`config.mk`:
```
export PLATFORM = sky130hd
export DESIGN_NAME = shadow_reg_bank
export DESIGN_NICKNAME = d
export VERILOG_FILES = /design/src/rtl/shadow_reg_bank.sv
export SDC_FILE = /design/constraint.sdc
export NUM_CORES = 1
export LEC_CHECK = 0
export ABC_AREA = 1
export CORE_MARGIN = 3
export CORE_UTILIZATION = 25
export DETAILED_ROUTE_END_ITERATION = 10
export GPL_TIMING_DRIVEN = 0
export REMOVE_ABC_BUFFERS = 1
export SKIP_CTS_REPAIR_TIMING = 1
export SLEW_MARGIN = 20
export SYNTH_ARGS = -nofsm -noshare
export SYNTH_HDL_FRONTEND = slang
export SYNTH_SLANG_ARGS = --single-unit
```
`constraint.sdc`:
```
create_clock -name clk -period 0.8 [get_ports clk]
set_input_delay 0.16 -clock clk [delete_from_list [all_inputs] [get_ports clk]]
set_output_delay 0.16 -clock clk [all_outputs]
set_load 0.03 [all_outputs]
```
`src/rtl/shadow_reg_bank.sv`:
```
// shadow_reg_bank: CHANNELS x WIDTH configuration bank with double-buffered writes.
// Writes land in per-channel shadow registers and set a pending bit. A commit copies
// every shadow value to the active outputs in a single edge.
// Optional feature macro: REG_BANK_HOLD_EN adds a hold input that defers commits.
module shadow_reg_bank #(
    parameter int unsigned WIDTH    = 8,
    parameter int unsigned CHANNELS = 4,
    parameter int unsigned SEL_W    = 2
) (
    input  logic                      clk,
    input  logic                      rst_n,
    input  logic                      wr_en,
    input  logic [SEL_W-1:0]          wr_sel,
    input  logic [WIDTH-1:0]          wr_data,
    input  logic                      commit,
`ifdef REG_BANK_HOLD_EN
    input  logic                      hold,
`endif
    output logic [CHANNELS*WIDTH-1:0] q,
    output logic [CHANNELS-1:0]       pending,
    output logic                      commit_done
);

    typedef logic [CHANNELS-1:0][WIDTH-1:0] bank_t;

    bank_t               shadow_q, shadow_d;
    bank_t               active_q, active_d;
    logic [CHANNELS-1:0] pending_q, pending_d;
    logic                done_q, done_d;
    logic [CHANNELS-1:0] wr_hit_c;
    logic                exec_c;

    // One-hot write target; selects at or beyond CHANNELS shift out and hit nothing
    assign wr_hit_c = wr_en ? (CHANNELS'(1) << wr_sel) : '0;

`ifdef REG_BANK_HOLD_EN
    logic defer_q, defer_d;

    // Commits seen during hold collapse into one deferred request
    always_comb begin
        exec_c  = 1'b0;
        defer_d = 1'b0;
        if (hold) begin
            defer_d = defer_q | commit;
        end else begin
            exec_c  = defer_q | commit;
        end
    end

    // Deferred-commit flag register
    always_ff @(posedge clk or negedge rst_n) begin
        if (!rst_n) begin
            defer_q <= 1'b0;
        end else begin
            defer_q <= defer_d;
        end
    end
`else
    assign exec_c = commit;
`endif

    // Per-channel shadow update: last write wins
    for (genvar g = 0; g < CHANNELS; g++) begin : g_shadow
        assign shadow_d[g] = wr_hit_c[g] ? wr_data : shadow_q[g];
    end

    // Commit copies the pre-write shadow; a same-cycle write stays pending
    always_comb begin
        active_d  = active_q;
        pending_d = pending_q | wr_hit_c;
        done_d    = 1'b0;
        if (exec_c) begin
            active_d  = shadow_q;
            pending_d = wr_hit_c;
            done_d    = 1'b1;
        end
    end

    // State registers
    always_ff @(posedge clk or negedge rst_n) begin
        if (!rst_n) begin
            shadow_q  <= '0;
            active_q  <= '0;
            pending_q <= '0;
            done_q    <= 1'b0;
        end else begin
            shadow_q  <= shadow_d;
            active_q  <= active_d;
            pending_q <= pending_d;
            done_q    <= done_d;
        end
    end

    assign q           = active_q;
    assign pending     = pending_q;
    assign commit_done = done_q;

endmodule

```
==> flow_metrics.env <==
export IMPL_status="complete, but fails checks"
export IMPL_violations="setup timing"
export IMPL_worstPathArrival_ns=0.90
export IMPL_synth_edf_count=0
export IMPL_first_iter_violations=67
export IMPL_seqCellArea_um2=1730
export IMPL_rsz0062_at_grt="true"
export IMPL_multiInputGateArea_um2=796
export IMPL_async_reset_ff_share_pct=100
export IMPL_cts_tree="done"
export IMPL_via_per_inst=4.26
export IMPL_gp_congestion=0.736
export IMPL_crit_path_start_kind="flop"
export IMPL_dieArea_um2=12400
export IMPL_synth_main_ff_cell="dfrtp_1"
export IMPL_fin_nets=376
export IMPL_grt_overflow=0
export IMPL_clock_fmax_ghz=0.943
export IMPL_clock_latency_ns=0.34
export IMPL_start_util_pct=26.4
export IMPL_htreeDepth=3
export IMPL_fin_crit_sh_pct=133
export IMPL_antenna_found_initial=0
export IMPL_area_growth_pct=38.4
export IMPL_utilization_pct=36.5
export IMPL_n_antenna_cell=0
export IMPL_grt_usage_pct=10.3
export IMPL_p_leak_nw=1.93
export IMPL_portBuffers=50
export IMPL_vias=2141
export IMPL_clockRootBuffer="clkbuf_8"
export IMPL_hold_viol=0
export IMPL_fin_ws_ns=-0.261
export IMPL_critical_path_max_fanout=2
export IMPL_drc=0
export IMPL_slew_violations=0
export IMPL_avgSynthCellArea_um2=9.57
export IMPL_die_y_um=112
export IMPL_ant_nets=0
export IMPL_fin_worst_skew_ns=0.00426
export IMPL_end_kind="output port"
export IMPL_ff2ff_setup_slack_ns=-0.03
export IMPL_critPathTopFamily="flip-flops"
export IMPL_clockBufferDepth=2
export IMPL_cts_sinks=69
export IMPL_synth_seq_cells=69
export IMPL_drive_above_1_share_pct=24.8
export IMPL_synthCells=291
export IMPL_fp_dieW_um=112
export IMPL_cp_cell_sequence="buf_6"
export IMPL_grt_pass1_vias=2026
export IMPL_power_density_nw_per_um2=2630
export IMPL_cp_slowest_cell="dfrtp_1"
export IMPL_fp_coreArea_um2=10600
export IMPL_min_period_ns=1.06
export IMPL_hp_class="input pin to async pin"
export IMPL_wl_um=6320
export IMPL_numCtsBuffers=9
export IMPL_synth_top_area_share_pct=62.0
export IMPL_synth_common_cells="nand2_1, dfrtp_1, inv_1, o21ai_0, nand4_1"
export IMPL_syn_area_um2=2790
export IMPL_setup_violations=38
export IMPL_grt_max_degree=58
export IMPL_wl_per_cell_um=12.6
export IMPL_critPathKind="flop to output port"
export IMPL_std_cell_rows=37
export IMPL_ioPinCount=51
export IMPL_synth_area_leaders="dfrtp_1, nand2_1, nand4_1"
export IMPL_cap_violations=0
export IMPL_critPathBufInv=1
export IMPL_yosys_area_top_type="dfrtp_1"
export IMPL_synth_seq_area_share_pct=62.0
export IMPL_yosysWarnings=0
export IMPL_power_w=0.0102
export IMPL_place_detailed_hpwl_um=4120
export IMPL_first_pass_iters=4
export IMPL_maxSlewHeadroom_pct=73.7
export IMPL_ys_types=16
export IMPL_nFillCells=1112
export IMPL_grt_pass1_wl_um=10200
export IMPL_peakVddDrop_mv=1.00
export IMPL_worstPathRequired_ns=0.64
export IMPL_tightest_slew_ns=0.394
export IMPL_post_synth_top_count_cell="nand2_1"
export IMPL_path_clk_slew_ns=0.07
export IMPL_cpPeakStageDelay_ns=0.41
[path summary, 6_finish.rpt]
kind	start	to	depth (start not counted)
worst max-delay path	q[25]	q[25]	1
worst min-delay path	rst_n	commit_done	2
worst max register to register	q[9]	q[9]	4
worst min register to register	shadow_q[15]	shadow_q[15]	2
max in group asynchronous	rst_n	q[4]	3
min in group clk	wr_sel[0]	shadow_q[28]	3
[sequential cells by signal (all words and copies together), names as in the netlist]
signal       cells
shadow_q        32
commit_done      1
q               32
pending          4
[power breakdown]
| part | leakage, nW | internal, W | switching, W |
|---|---|---|---|
| sequential | 0.870 | 0.00402 | 0.000336 |
| combinational | 0.941 | 0.00105 | 0.00128 |
| clock | 0.119 | 0.00215 | 0.00131 |
| total | 1.93 | 0.00722 | 0.00293 |
[cell usage in the layout, fill, tap and decap left out, drive strengths merged]
master	synthesis	routed
buf	13	63
bufinv	0	3
clkbuf	2	13
clkdlybuf4s50	0	8
clkinv	0	1
clkinvlp	0	2
dfrtp	69	69
dlygate4sd3	0	1
inv	38	38
nand2	97	97
nand3	11	11
nand4	24	24
nor2	1	1
o21ai	36	36
[kinds of logic (layout without fill, tap and decap cells)]
kind of cell / after synthesis / after routing / share of synthesized area [%]
flops: 69 / 69 / 62.0
simple gates: 133 / 133 / 22.0
compound gates: 36 / 36 / 6.47
buf+inv: 53 / 129 / 9.57
[routing by layer]
layer / global-route usage, % / routed length [µm]
met5: 0 / 0
met4: 3.16 / 55
met3: 3.80 / 325
met2: 14.8 / 2970
met1: 14.4 / 2960
[area by class of cell]
| type | count | share of cell area [%] |
|---|---|---|
| flip-flops and latches | 69 | 44.8 |
| multi-input cells | 169 | 20.6 |
| repair buffers | 75 | 19.9 |
| well taps | 136 | 4.42 |
| inverters | 38 | 3.77 |
| clock buffers | 10 | 3.57 |
| clock inverters | 6 | 2.86 |
[through the flow]
step                      hold WS (ns)  setup TNS [ns]  std cells  cell area [µm²]  setup WS, ns
after global routing             0.213          -10.45        503             3850        -0.305
after detailed placement        0.0192          -60.92        464             3370         -1.13
after global placement           0.461         -305.10        462             3330         -2.69
after CTS                       -0.363          -53.50        480             3620        -0.779
after floorplan                 -0.136               0        276             2660        0.0371
final                            0.203           -8.64        503             3850        -0.261
Power figures use the tool's default switching activity.
